[src/rtl/controle_desvio_pkg.sv]
// rtl/controle_desvio_pkg.sv - shared constants and state encoding for the branch-resolution controller
package controle_desvio_pkg;

    localparam int N_FLAGS = 6;

    localparam logic [3:0] COND_SEMPRE = 4'b0000;
    localparam logic [3:0] COND_F0     = 4'b0001;
    localparam logic [3:0] COND_F1     = 4'b0010;
    localparam logic [3:0] COND_F2     = 4'b0011;
    localparam logic [3:0] COND_F3     = 4'b0100;
    localparam logic [3:0] COND_F4     = 4'b0101;
    localparam logic [3:0] COND_F5     = 4'b0110;

    typedef enum logic [2:0] {
        OCIOSO       = 3'd0,
        ESPERA_FLAGS = 3'd1,
        AVALIA       = 3'd2,
        RESOLVE      = 3'd3,
        FLUSH        = 3'd4
    } estado_t;

endpackage

[src/rtl/controle_desvio_avalia_condicao.sv]
// rtl/controle_desvio_avalia_condicao.sv - combinational condition-code evaluator
module avalia_condicao
    import controle_desvio_pkg::*;
(
    input  logic [3:0]         condicao,
    input  logic [N_FLAGS-1:0] flags,
    input  logic               control,
    output logic               tomado,
    output logic               invalida
);

    // A flag code is taken when the selected flag matches the requested polarity.
    always_comb begin
        tomado   = 1'b0;
        invalida = 1'b0;
        case (condicao)
            COND_SEMPRE: tomado = 1'b1;
            COND_F0:     tomado = flags[0] ~^ control;
            COND_F1:     tomado = flags[1] ~^ control;
            COND_F2:     tomado = flags[2] ~^ control;
            COND_F3:     tomado = flags[3] ~^ control;
            COND_F4:     tomado = flags[4] ~^ control;
            COND_F5:     tomado = flags[5] ~^ control;
            default:     invalida = 1'b1;
        endcase
    end

endmodule

[src/rtl/controle_desvio.sv]
// rtl/controle_desvio.sv - branch-resolution controller: flag wait, evaluate, redirect, flush, statistics
module controle_desvio
    import controle_desvio_pkg::*;
#(
    parameter int ADDR_W  = 16,
    parameter int N_FLUSH = 2,
    parameter int CNT_W   = 16
) (
    input  logic               clock,
    input  logic               reset_n,
    input  logic               req_desvio,
    input  logic [3:0]         condicao,
    input  logic               control,
    input  logic [ADDR_W-1:0]  alvo,
    input  logic [ADDR_W-1:0]  pc_atual,
    input  logic [N_FLAGS-1:0] flags,
    input  logic               ula_ocupada,
    output logic               pronto,
    output logic               stall,
    output logic               resolvido,
    output logic               tomado,
    output logic [ADDR_W-1:0]  novo_pc,
    output logic               flush,
    output logic               erro_cond,
    output logic [CNT_W-1:0]   cont_tomados,
    output logic [CNT_W-1:0]   cont_nao_tomados
);

    estado_t             r_estado;
    estado_t             w_prox_estado;

    logic [3:0]          r_cond;
    logic                r_control;
    logic [ADDR_W-1:0]   r_alvo;
    logic [ADDR_W-1:0]   r_pc;
    logic [3:0]          r_cnt_flush;

    logic                r_pronto;
    logic                r_stall;
    logic                r_resolvido;
    logic                r_tomado;
    logic [ADDR_W-1:0]   r_novo_pc;
    logic                r_flush;
    logic                r_erro_cond;
    logic [CNT_W-1:0]    r_cont_tomados;
    logic [CNT_W-1:0]    r_cont_nao_tomados;

    logic                w_aval_tomado;
    logic                w_aval_invalida;
    logic                w_pronto_d;
    logic                w_resolvido_d;
    logic                w_flush_d;
    logic                w_tomado_d;
    logic                w_erro_d;
    logic [ADDR_W-1:0]   w_novo_pc_d;

    avalia_condicao u_avalia (
        .condicao (r_cond),
        .flags    (flags),
        .control  (r_control),
        .tomado   (w_aval_tomado),
        .invalida (w_aval_invalida)
    );

    always_ff @(posedge clock or negedge reset_n) begin
        if (!reset_n) begin
            r_estado <= OCIOSO;
        end else begin
            r_estado <= w_prox_estado;
        end
    end

    always_comb begin
        w_prox_estado = r_estado;
        case (r_estado)
            OCIOSO:       if (req_desvio) w_prox_estado = ula_ocupada ? ESPERA_FLAGS : AVALIA;
            ESPERA_FLAGS: if (!ula_ocupada) w_prox_estado = AVALIA;
            AVALIA:       w_prox_estado = RESOLVE;
            RESOLVE:      w_prox_estado = r_tomado ? FLUSH : OCIOSO;
            FLUSH:        if (r_cnt_flush <= 4'd1) w_prox_estado = OCIOSO;
            default:      w_prox_estado = OCIOSO;
        endcase
    end

    // Outputs are decoded from the next state so they can be registered alongside it.
    always_comb begin
        w_pronto_d    = (w_prox_estado == OCIOSO);
        w_resolvido_d = (w_prox_estado == RESOLVE);
        w_flush_d     = (w_prox_estado == FLUSH);
        w_tomado_d    = (r_estado == AVALIA) && w_aval_tomado;
        w_erro_d      = (r_estado == AVALIA) && w_aval_invalida;
        w_novo_pc_d   = r_novo_pc;
        if (r_estado == AVALIA) begin
            w_novo_pc_d = w_aval_tomado ? r_alvo : r_pc + ADDR_W'(1);
        end
    end

    always_ff @(posedge clock or negedge reset_n) begin
        if (!reset_n) begin
            r_pronto    <= 1'b1;
            r_stall     <= 1'b0;
            r_resolvido <= 1'b0;
            r_tomado    <= 1'b0;
            r_novo_pc   <= '0;
            r_flush     <= 1'b0;
            r_erro_cond <= 1'b0;
        end else begin
            r_pronto    <= w_pronto_d;
            r_stall     <= !w_pronto_d;
            r_resolvido <= w_resolvido_d;
            r_tomado    <= w_tomado_d;
            r_novo_pc   <= w_novo_pc_d;
            r_flush     <= w_flush_d;
            r_erro_cond <= w_erro_d;
        end
    end

    always_ff @(posedge clock or negedge reset_n) begin
        if (!reset_n) begin
            r_cond      <= '0;
            r_control   <= 1'b0;
            r_alvo      <= '0;
            r_pc        <= '0;
            r_cnt_flush <= '0;
        end else begin
            if (r_estado == OCIOSO && req_desvio) begin
                r_cond    <= condicao;
                r_control <= control;
                r_alvo    <= alvo;
                r_pc      <= pc_atual;
            end
            if (r_estado == RESOLVE) begin
                r_cnt_flush <= 4'(N_FLUSH);
            end else if (r_estado == FLUSH) begin
                r_cnt_flush <= r_cnt_flush - 4'd1;
            end
        end
    end

    // Statistics saturate at all-ones rather than wrapping.
    always_ff @(posedge clock or negedge reset_n) begin
        if (!reset_n) begin
            r_cont_tomados     <= '0;
            r_cont_nao_tomados <= '0;
        end else if (r_estado == RESOLVE) begin
            if (r_tomado) begin
                if (r_cont_tomados != '1) r_cont_tomados <= r_cont_tomados + CNT_W'(1);
            end else begin
                if (r_cont_nao_tomados != '1) r_cont_nao_tomados <= r_cont_nao_tomados + CNT_W'(1);
            end
        end
    end

    assign pronto           = r_pronto;
    assign stall            = r_stall;
    assign resolvido        = r_resolvido;
    assign tomado           = r_tomado;
    assign novo_pc          = r_novo_pc;
    assign flush            = r_flush;
    assign erro_cond        = r_erro_cond;
    assign cont_tomados     = r_cont_tomados;
    assign cont_nao_tomados = r_cont_nao_tomados;

endmodule

[config.mk]
export PLATFORM = sky130hd
export DESIGN_NAME = controle_desvio
export DESIGN_NICKNAME = d
export VERILOG_FILES = /design/src/rtl/controle_desvio_pkg.sv /design/src/rtl/controle_desvio_avalia_condicao.sv /design/src/rtl/controle_desvio.sv
export SDC_FILE = /design/constraint.sdc
export NUM_CORES = 1
export LEC_CHECK = 0
export CAP_MARGIN = 25
export CORE_MARGIN = 2
export CORE_UTILIZATION = 46
export DETAILED_ROUTE_END_ITERATION = 10
export PLACE_DENSITY_LB_ADDON = 0.12
export RECOVER_POWER = 50
export SLEW_MARGIN = 25
export SYNTH_ARGS = -nofsm -noshare
export SYNTH_HDL_FRONTEND = slang
export SYNTH_HIERARCHICAL = 1
export SYNTH_SLANG_ARGS = --single-unit
[constraint.sdc]
create_clock -name clock -period 2 [get_ports clock]
set_input_delay 0.4 -clock clock [delete_from_list [all_inputs] [get_ports clock]]
set_output_delay 0.4 -clock clock [all_outputs]
set_load 0.1 [all_outputs]
==> out/metrics.csv, run 1 <==
stage,metric,value,unit
timing,rsz0062_at_grt,yes,
global_routing,grt_max_degree,40,
outcome,status,"complete, no violations",
timing,period_needed,1.95,ns
floorplan,core-area,0.00973,mm^2
floorplan,row_count,36,
worst_setup_path,cp-start-kind,input pin,
clock_network,cts_buffers,9,
detailed_routing,drt_first_iter_violations,158,
final_layout,syn2layout_area_growth,32.3,%
worst_setup_path,r2r_cells,9,
yosys,synth_edf_count,0,
final_layout,stdcell_count,662,
floorplan,ios,101,
global_routing,first_global_vias,3383,
detailed_routing,wl_per_cell,14.6,um
hold_path,hold_class,in2async,
clock_network,clk_latency,0.36,ns
worst_setup_path,startpoint,flags[3],
global_routing,grt_first_pass_wirelength,16300,um
timing,setup_violations,0,
timing,finClkSkew,0.00969,ns
yosys,yosysTopAreaCellShare,0.528,
timing,final.period_utilization,0.974,
final_layout,n_antenna_cell,0,
yosys,yosys_register_bits,98,
power_and_ir_drop,vdd_drop_max,1030,uV
final_layout,fin_nets,577,
power_and_ir_drop,power_density,1680,mW/mm^2
detailed_routing,route.detailed.drc,0,
yosys,synth.yosys.seq_area_share,0.534,
worst_setup_path,path_class,in2reg,
floorplan,fp.dieH,104,um
worst_setup_path,crit_path_end,novo_pc[8],
global_routing,grt-ovfl-total,0,
detailed_routing,first_pass_iters,4,
detailed_routing,drt-total-wl,9640,um
timing,slew_headroom,0.365,
clock_network,cts_tree,done,
clock_network,htree_num_levels,3,
final_layout,drive_gt1_frac,0.353,
yosys,synth_area,0.00460,mm^2
detailed_routing,routed_via_density,5.14,
clock_network,clock_sinks,98,
clock_network,hold_buffers,0,
floorplan,dieArea,0.0108,mm^2
worst_setup_path,r2r-start,r_cond[2],
timing,hold_slack,0.171,ns
worst_setup_path,setup.worst_path.end_class,flop,
yosys,ys_warn_count,6,
detailed_routing,postRouteAntennaNets,0,
timing,tightest_slew,0.953,ns
place,placed_cells,644,
worst_setup_path,arrival,2.18,ns
yosys,netlist_top_cells_area,"dfrtp_1 53%, mux2_2 9.8%, xnor2_1 5.3%",
yosys,synthArstFlopShare,1.00,
yosys,yosys.area.top_type,dfrtp_1,
timing,fin_ws,0.0510,ns
clock_network,ctsLongestPathBuffers,2,
clock_network,cts_root_buf,clkbuf_8,
floorplan,die_w,104,um
job,cap_violations,0,
global_routing,grt_util_all_layers,0.187,
place,port_buffers,100,
yosys,yosysUniqueCellTypes,55,
timing,fin_tns_setup,0,ns
detailed_routing,vias,3402,
place,dp_hpwl,7110,um
worst_setup_path,rrSetupSlack,0.09,ns
yosys,netlist_instances,403,
yosys,synth_flop_cell,dfrtp_1,
clock_network,clk_pin_slew,0.09,ns
floorplan,start_util,0.472,
yosys,syn-num-nets,455,
timing,finalHoldViolCount,0,
timing,finalMaxSlewViolations,0,
worst_setup_path,r2r-end,novo_pc[8],
place,pre_cts_ws,-0.539,ns
place,gp_congestion,0.843,
timing,fmax,0.513,GHz
power_and_ir_drop,p_leak,2.65,nW
global_routing,antenna_found_initial,0,
worst_setup_path,critPathRequiredTime,2.23,ns
worst_setup_path,crit_path_max_fanout,5,
yosys,synth.avg_cell_area,11.4,um^2
final_layout,postLayoutCoreUtil,0.625,
-- layout make-up --
type                            count  area (um^2)
Fill cell                         836         3650
Sequential cell                    98         2520
Multi-Input combinational cell    284         2100
Timing Repair Buffer              123         1060
Tap cell                          133          166
Clock buffer                       12          155
Clock inverter                      3         40.0
Inverter                            9         36.3
-- flip-flops by register name, summed over array words and instances, names as in the netlist --
register,cells
cont_nao_tomados,16
cont_tomados,16
erro_cond,1
flush,1
novo_pc,16
pronto,1
r_alvo,16
r_cnt_flush,4
r_cond,4
r_control,1
r_estado,3
r_pc,16
resolvido,1
stall,1
tomado,1
-- worst max-delay path: stages --
cell	delay, ns
clkdlybuf4s50_1	0.39
nor2b_2	0.14
a211o_1	0.24
a21o_1	0.17
a311oi_2	0.23
buf_4	0.19
inv_4	0.05
buf_4	0.14
mux2i_1	0.14
o21ai_0	0.09
-- metrics by stage --
stage | area, um^2 | power [mW]
global placement | 5880 | 8.69
floorplan | 4670 | 7.33
global route | 6080 | 10.8
detailed placement | 5880 | 8.81
finish | 6080 | 10.2
CTS | 6090 | 10.2
-- Yosys cell counts, types with 2 or more instances --
master	count
dfrtp_1	97
mux2_2	40
nand2_1	28
xnor2_1	28
nand3_1	25
nor2_1	22
o21ai_0	20
nand4_1	18
xor2_1	14
a21oi_1	9
inv_1	9
mux2i_1	8
clkbuf_1	7
nor3_1	6
and3_1	5
ha_1	5
nor2b_1	5
and2_1	4
buf_2	4
a21o_1	3
nor4_1	3
a211oi_1	2
a311oi_1	2
a31o_2	2
and4_1	2
nor3_2	2
nor4_2	2
o211ai_1	2
o21a_1	2
or3_1	2
-- per-layer routing --
layer,track usage,wire [um]
met1,0.249,4420
met3,0.0288,286
met2,0.310,4790
met4,0.0695,142
met5,0,0
-- worst min-delay path by stage --
stage	start	end	slack [ns]	cells after the start
final	reset_n	cont_tomados[7]	0.17	1
after global routing	reset_n	cont_nao_tomados[8]	0.26	1
after CTS	reset_n	cont_tomados[7]	0.02	1
after detailed placement	reset_n	cont_tomados[7]	0.42	1
after global placement	reset_n	cont_tomados[7]	0.41	1
after floorplan	reset_n	cont_nao_tomados[10]	0.10	0
-- where the power goes --
part | switching (mW) | internal [mW]
Clock | 0.648 | 0.637
Sequential | 0.736 | 2.74
Combinational | 3.46 | 1.98
-- what timing repair did --
action,CTS,global route
hold endpoints to repair,0,0
setup buffers,1,2
resized for setup,2,21
pin swaps,1,7
endpoints found under the setup margin,14,20
-- logic make-up after synthesis --
kind of cell / count (synthesis) / synth area share
DFF: 98 / 0.534
muxes: 48 / 0.115
adders and majority gates: 5 / 0.0136
buffers and inverters: 21 / 0.0199
and+or+nand+nor: 137 / 0.165
xor gates and xnor gates: 42 / 0.0800
AOI/OAI and AO/OA: 52 / 0.0721
-- cell usage in the layout, fill, tap and decap left out, types with 9 or more instances in the layout --
master           netlist  final
nand3_1               25     25
a21oi_1                9      9
mux2_2                40     39
nand4_1               18     18
clkbuf_8               0     11
clkdlybuf4s50_1        0     44
xor2_1                14     14
nor2_1                22     22
dfrtp_2                0     26
xnor2_1               28     28
dfrtp_4                0      9
buf_4                  0     50
clkbuf_2               0     21
dfrtp_1               97     62
nand2_1               28     28
o21ai_0               20     12
(Power assumes the default switching activity.)
==> run 2, diff against run 1 <==
--- a/config.mk
+++ b/config.mk
@@ -7,7 +7,7 @@
 export LEC_CHECK = 0
 export CAP_MARGIN = 25
 export CORE_MARGIN = 2
-export CORE_UTILIZATION = 46
+export CORE_UTILIZATION = 32
 export DETAILED_ROUTE_END_ITERATION = 10
 export PLACE_DENSITY_LB_ADDON = 0.12
 export RECOVER_POWER = 50
==> run 2 against run 1 <==
Against the previous run: the run now ends with setup timing left; clock skew fell by 0.0044 ns; non-clock buffer count did not move; via count rose by 1.1%; sequential cell count did not move; cell count rose by 7.3%; die area rose by 42%; sequential share of layout area fell by 1.6 points; routed wire length rose by 11%; total power rose by 5.8%; count of clock-buffer cells in the layout did not move; final area rose by 4.0%; fmax fell by 5.8%; highest routed layer unchanged.
==> out/metrics.csv, run 2 (synthesis gave the netlist of run 1 again) <==
stage,metric,value,unit,change
worst_setup_path,setup.worst_path.end_class,flop,,
worst_setup_path,arrival,2.29,ns,+0.11 ns
outcome,violations,setup timing,,
worst_setup_path,rrSetupSlack,-0.04,ns,-0.13 ns
worst_setup_path,crit_path_max_fanout,6,,+1
power_and_ir_drop,p_clk_frac,0.165,,+0.039
worst_setup_path,r2r-start,r_cond[2],,
final_layout,n_fill_cell,1329,,+59%
timing,setup_violations,14,,+14
worst_setup_path,r2r-end,novo_pc[13],,
detailed_routing,wl_met1,4890,um,+11%
floorplan,ios,101,,unchanged
timing,rsz0062_at_grt,yes,,
worst_setup_path,crit_cells,9,,-1
worst_setup_path,crit_path_end,novo_pc[13],,
detailed_routing,dr.max_layer_used,met4,,
timing,tightest_slew,0.703,ns,-0.251 ns
floorplan,fp.dieH,124,um,+19%
detailed_routing,route.detailed.drc,0,,unchanged
timing,fin_ws,-0.0698,ns,-0.121 ns
place,pre_cts_ws,-0.570,ns,-0.0301 ns
power_and_ir_drop,vdd_drop_max,708,uV,-31%
worst_setup_path,critPathRequiredTime,2.22,ns,about the same
worst_setup_path,max_stage_delay,0.40,ns,about the same
worst_setup_path,cp_num_buf_inv,3,,-1
detailed_routing,vias,3441,,+1.1%
clock_network,clock_sinks,98,,unchanged
timing,finClkSkew,0.00528,ns,-0.00441 ns
clock_network,ctsLongestPathBuffers,2,,unchanged
detailed_routing,postRouteAntennaNets,0,,unchanged
worst_setup_path,cp_slowest_cell,clkdlybuf4s50_1,,
final_layout,fin_nets,577,,unchanged
global_routing,grt_util_all_layers,0.148,,-0.0388
worst_setup_path,startpoint,flags[3],,
clock_network,clk_pin_slew,0.07,ns,-0.02 ns
clock_network,clk_latency,0.35,ns,about the same
timing,slew_headroom,0.532,,+0.167
power_and_ir_drop,pwr-share-seq,0.320,,-0.021
worst_setup_path,critical-path-top-delay-family,compound AO/OA/AOI/OAI gates,,
outcome,status,"finished, violations left",,
detailed_routing,wl_met3,475,um,+66%
final_layout,syn2layout_area_growth,37.6,%,
detailed_routing,wl_per_cell,15.1,um,+3.5%
timing,final.period_utilization,1.03,,+0.0604
place,dp_hpwl,7720,um,+8.5%
final_layout,n_antenna_cell,0,,unchanged
floorplan,core-area,0.0139,mm^2,+43%
detailed_routing,drt-total-wl,10700,um,+11%
power_and_ir_drop,power_density,1710,mW/mm^2,+1.7%
global_routing,first_global_vias,3485,,+3.0%
place,placed_cells,691,,+7.3%
detailed_routing,drt_first_iter_violations,193,,+22%
global_routing,grt-ovfl-total,0,,unchanged
floorplan,row_count,43,,+19%
place,post_dp_cell_area,0.00595,mm^2,+1.2%
hold_path,hold_class,reg2reg,,
power_and_ir_drop,p_leak,2.72,nW,+2.6%
timing,period_needed,2.07,ns,+0.121 ns
global_routing,grt_first_pass_wirelength,17400,um,+6.7%
floorplan,start_util,0.330,,-0.143
power_and_ir_drop,switchingPower,5.04,mW,+4.0%
timing,finalHoldViolCount,0,,unchanged
floorplan,die_w,124,um,+19%
power_and_ir_drop,p_sw_frac,0.467,,-0.00807
clock_network,cts_root_buf,clkbuf_16,,
global_routing,grt_max_degree,39,,-2.5%
timing,hold_slack,0.482,ns,+0.311 ns
final_layout,postLayoutCoreUtil,0.454,,-0.171
floorplan,dieArea,0.0153,mm^2,+42%
final_layout,final_cell_area,0.00633,mm^2,+4.0%
timing,fmax,0.483,GHz,-5.8%
worst_setup_path,crit_chain,"clkdlybuf4s50_1, nor2b_4, a211o_1, a21o_1, a311oi_4, inv_2, buf_12, mux2i_1, o21ai_1",,
timing,finalMaxSlewViolations,0,,unchanged
worst_setup_path,path_class,in2reg,,
detailed_routing,first_pass_iters,4,,unchanged
final_layout,layout_common_cells,"62 x dfrtp_1, 51 x buf_4, 43 x clkdlybuf4s50_1",,
clock_network,cts_tree,done,,
clock_network,htree_num_levels,3,,unchanged
power_and_ir_drop,power_report.internal_total,5.76,mW,+7.4%
final_layout,final_common_cell,dfrtp_1,,
job,cap_violations,0,,unchanged
final_layout,drive_gt1_frac,0.366,,+0.0125
detailed_routing,route.met2.wl,5150,um,+7.5%
place,port_buffers,100,,unchanged
worst_setup_path,cp-start-kind,input pin,,
detailed_routing,routed_via_density,4.85,,-5.7%
place,gp_congestion,0.802,,-4.9%
clock_network,cts_buffers,9,,unchanged
power_and_ir_drop,share_comb_of_total_power,0.514,,-0.020
worst_setup_path,r2r_cells,8,,-1
global_routing,antenna_found_initial,0,,unchanged
final_layout,stdcell_count,710,,+7.3%
run 2: cell type report:
class                   count  area (um^2)  area share
clock inverters             4         50.0     0.00791
inverters                   9         33.8     0.00534
repair buffers            123         1090       0.172
flip-flops and latches     98         2520       0.398
multi-input cells         284         2150       0.340
clock buffers              12          256      0.0405
well taps                 180          225      0.0356
run 2: power by group through the flow:
stage / Sequential [mW] / Combinational [mW] / Clock (mW)
after detailed placement: 3.48 / 5.43 / 0
after CTS: 3.46 / 5.62 / 1.85
after floorplan: 5.28 / 2.05 / 0
after global routing: 3.58 / 5.94 / 1.94
after global placement: 3.47 / 5.36 / 0
final: 3.46 / 5.56 / 1.78
run 2: how the worst min path moves through the flow:
stage,from,to,slack (ns),cells past startpoint
finish,cont_tomados[7],cont_tomados[7],0.48,1
global route,cont_nao_tomados[10],cont_nao_tomados[10],0.50,1
CTS,cont_tomados[7],cont_tomados[7],0.49,1
detailed placement,reset_n,cont_tomados[7],0.37,1
global placement,reset_n,cont_tomados[7],0.36,1
floorplan,reset_n,cont_nao_tomados[10],0.10,0
run 2: routing by layer:
metal | global-route usage | up-vias
met3 | 0.0462 | 17
met2 | 0.237 | 68
met4 | 0.0447 | 0
met1 | 0.192 | 1666
li1 | - | 1690
met5 | 0 | -
run 2: timing repair:
action	CTS	global route
gates resized for setup	17	16
pin swaps	8	6
hold endpoints to repair	25	0
gates cloned	0	0
endpoints found under the setup margin	15	26
hold buffers	1	0
buffers inserted	1	1
run 2: worst register-to-register path: cells and delay by family, from the launching register on:
kind	cells	cell delay, ns
mux	1	0.14
buf+inv	2	0.30
flops	1	0.44
compound gates	5	1.03
run 2: metrics by stage:
| step | TNS [ns] | power (mW) |
|---|---|---|
| global route | -1.72 | 11.5 |
| detailed placement | -10.07 | 8.91 |
| floorplan | 0 | 7.33 |
| CTS | -0.0312 | 10.9 |
| global placement | -10.12 | 8.83 |
| finish | -0.571 | 10.8 |
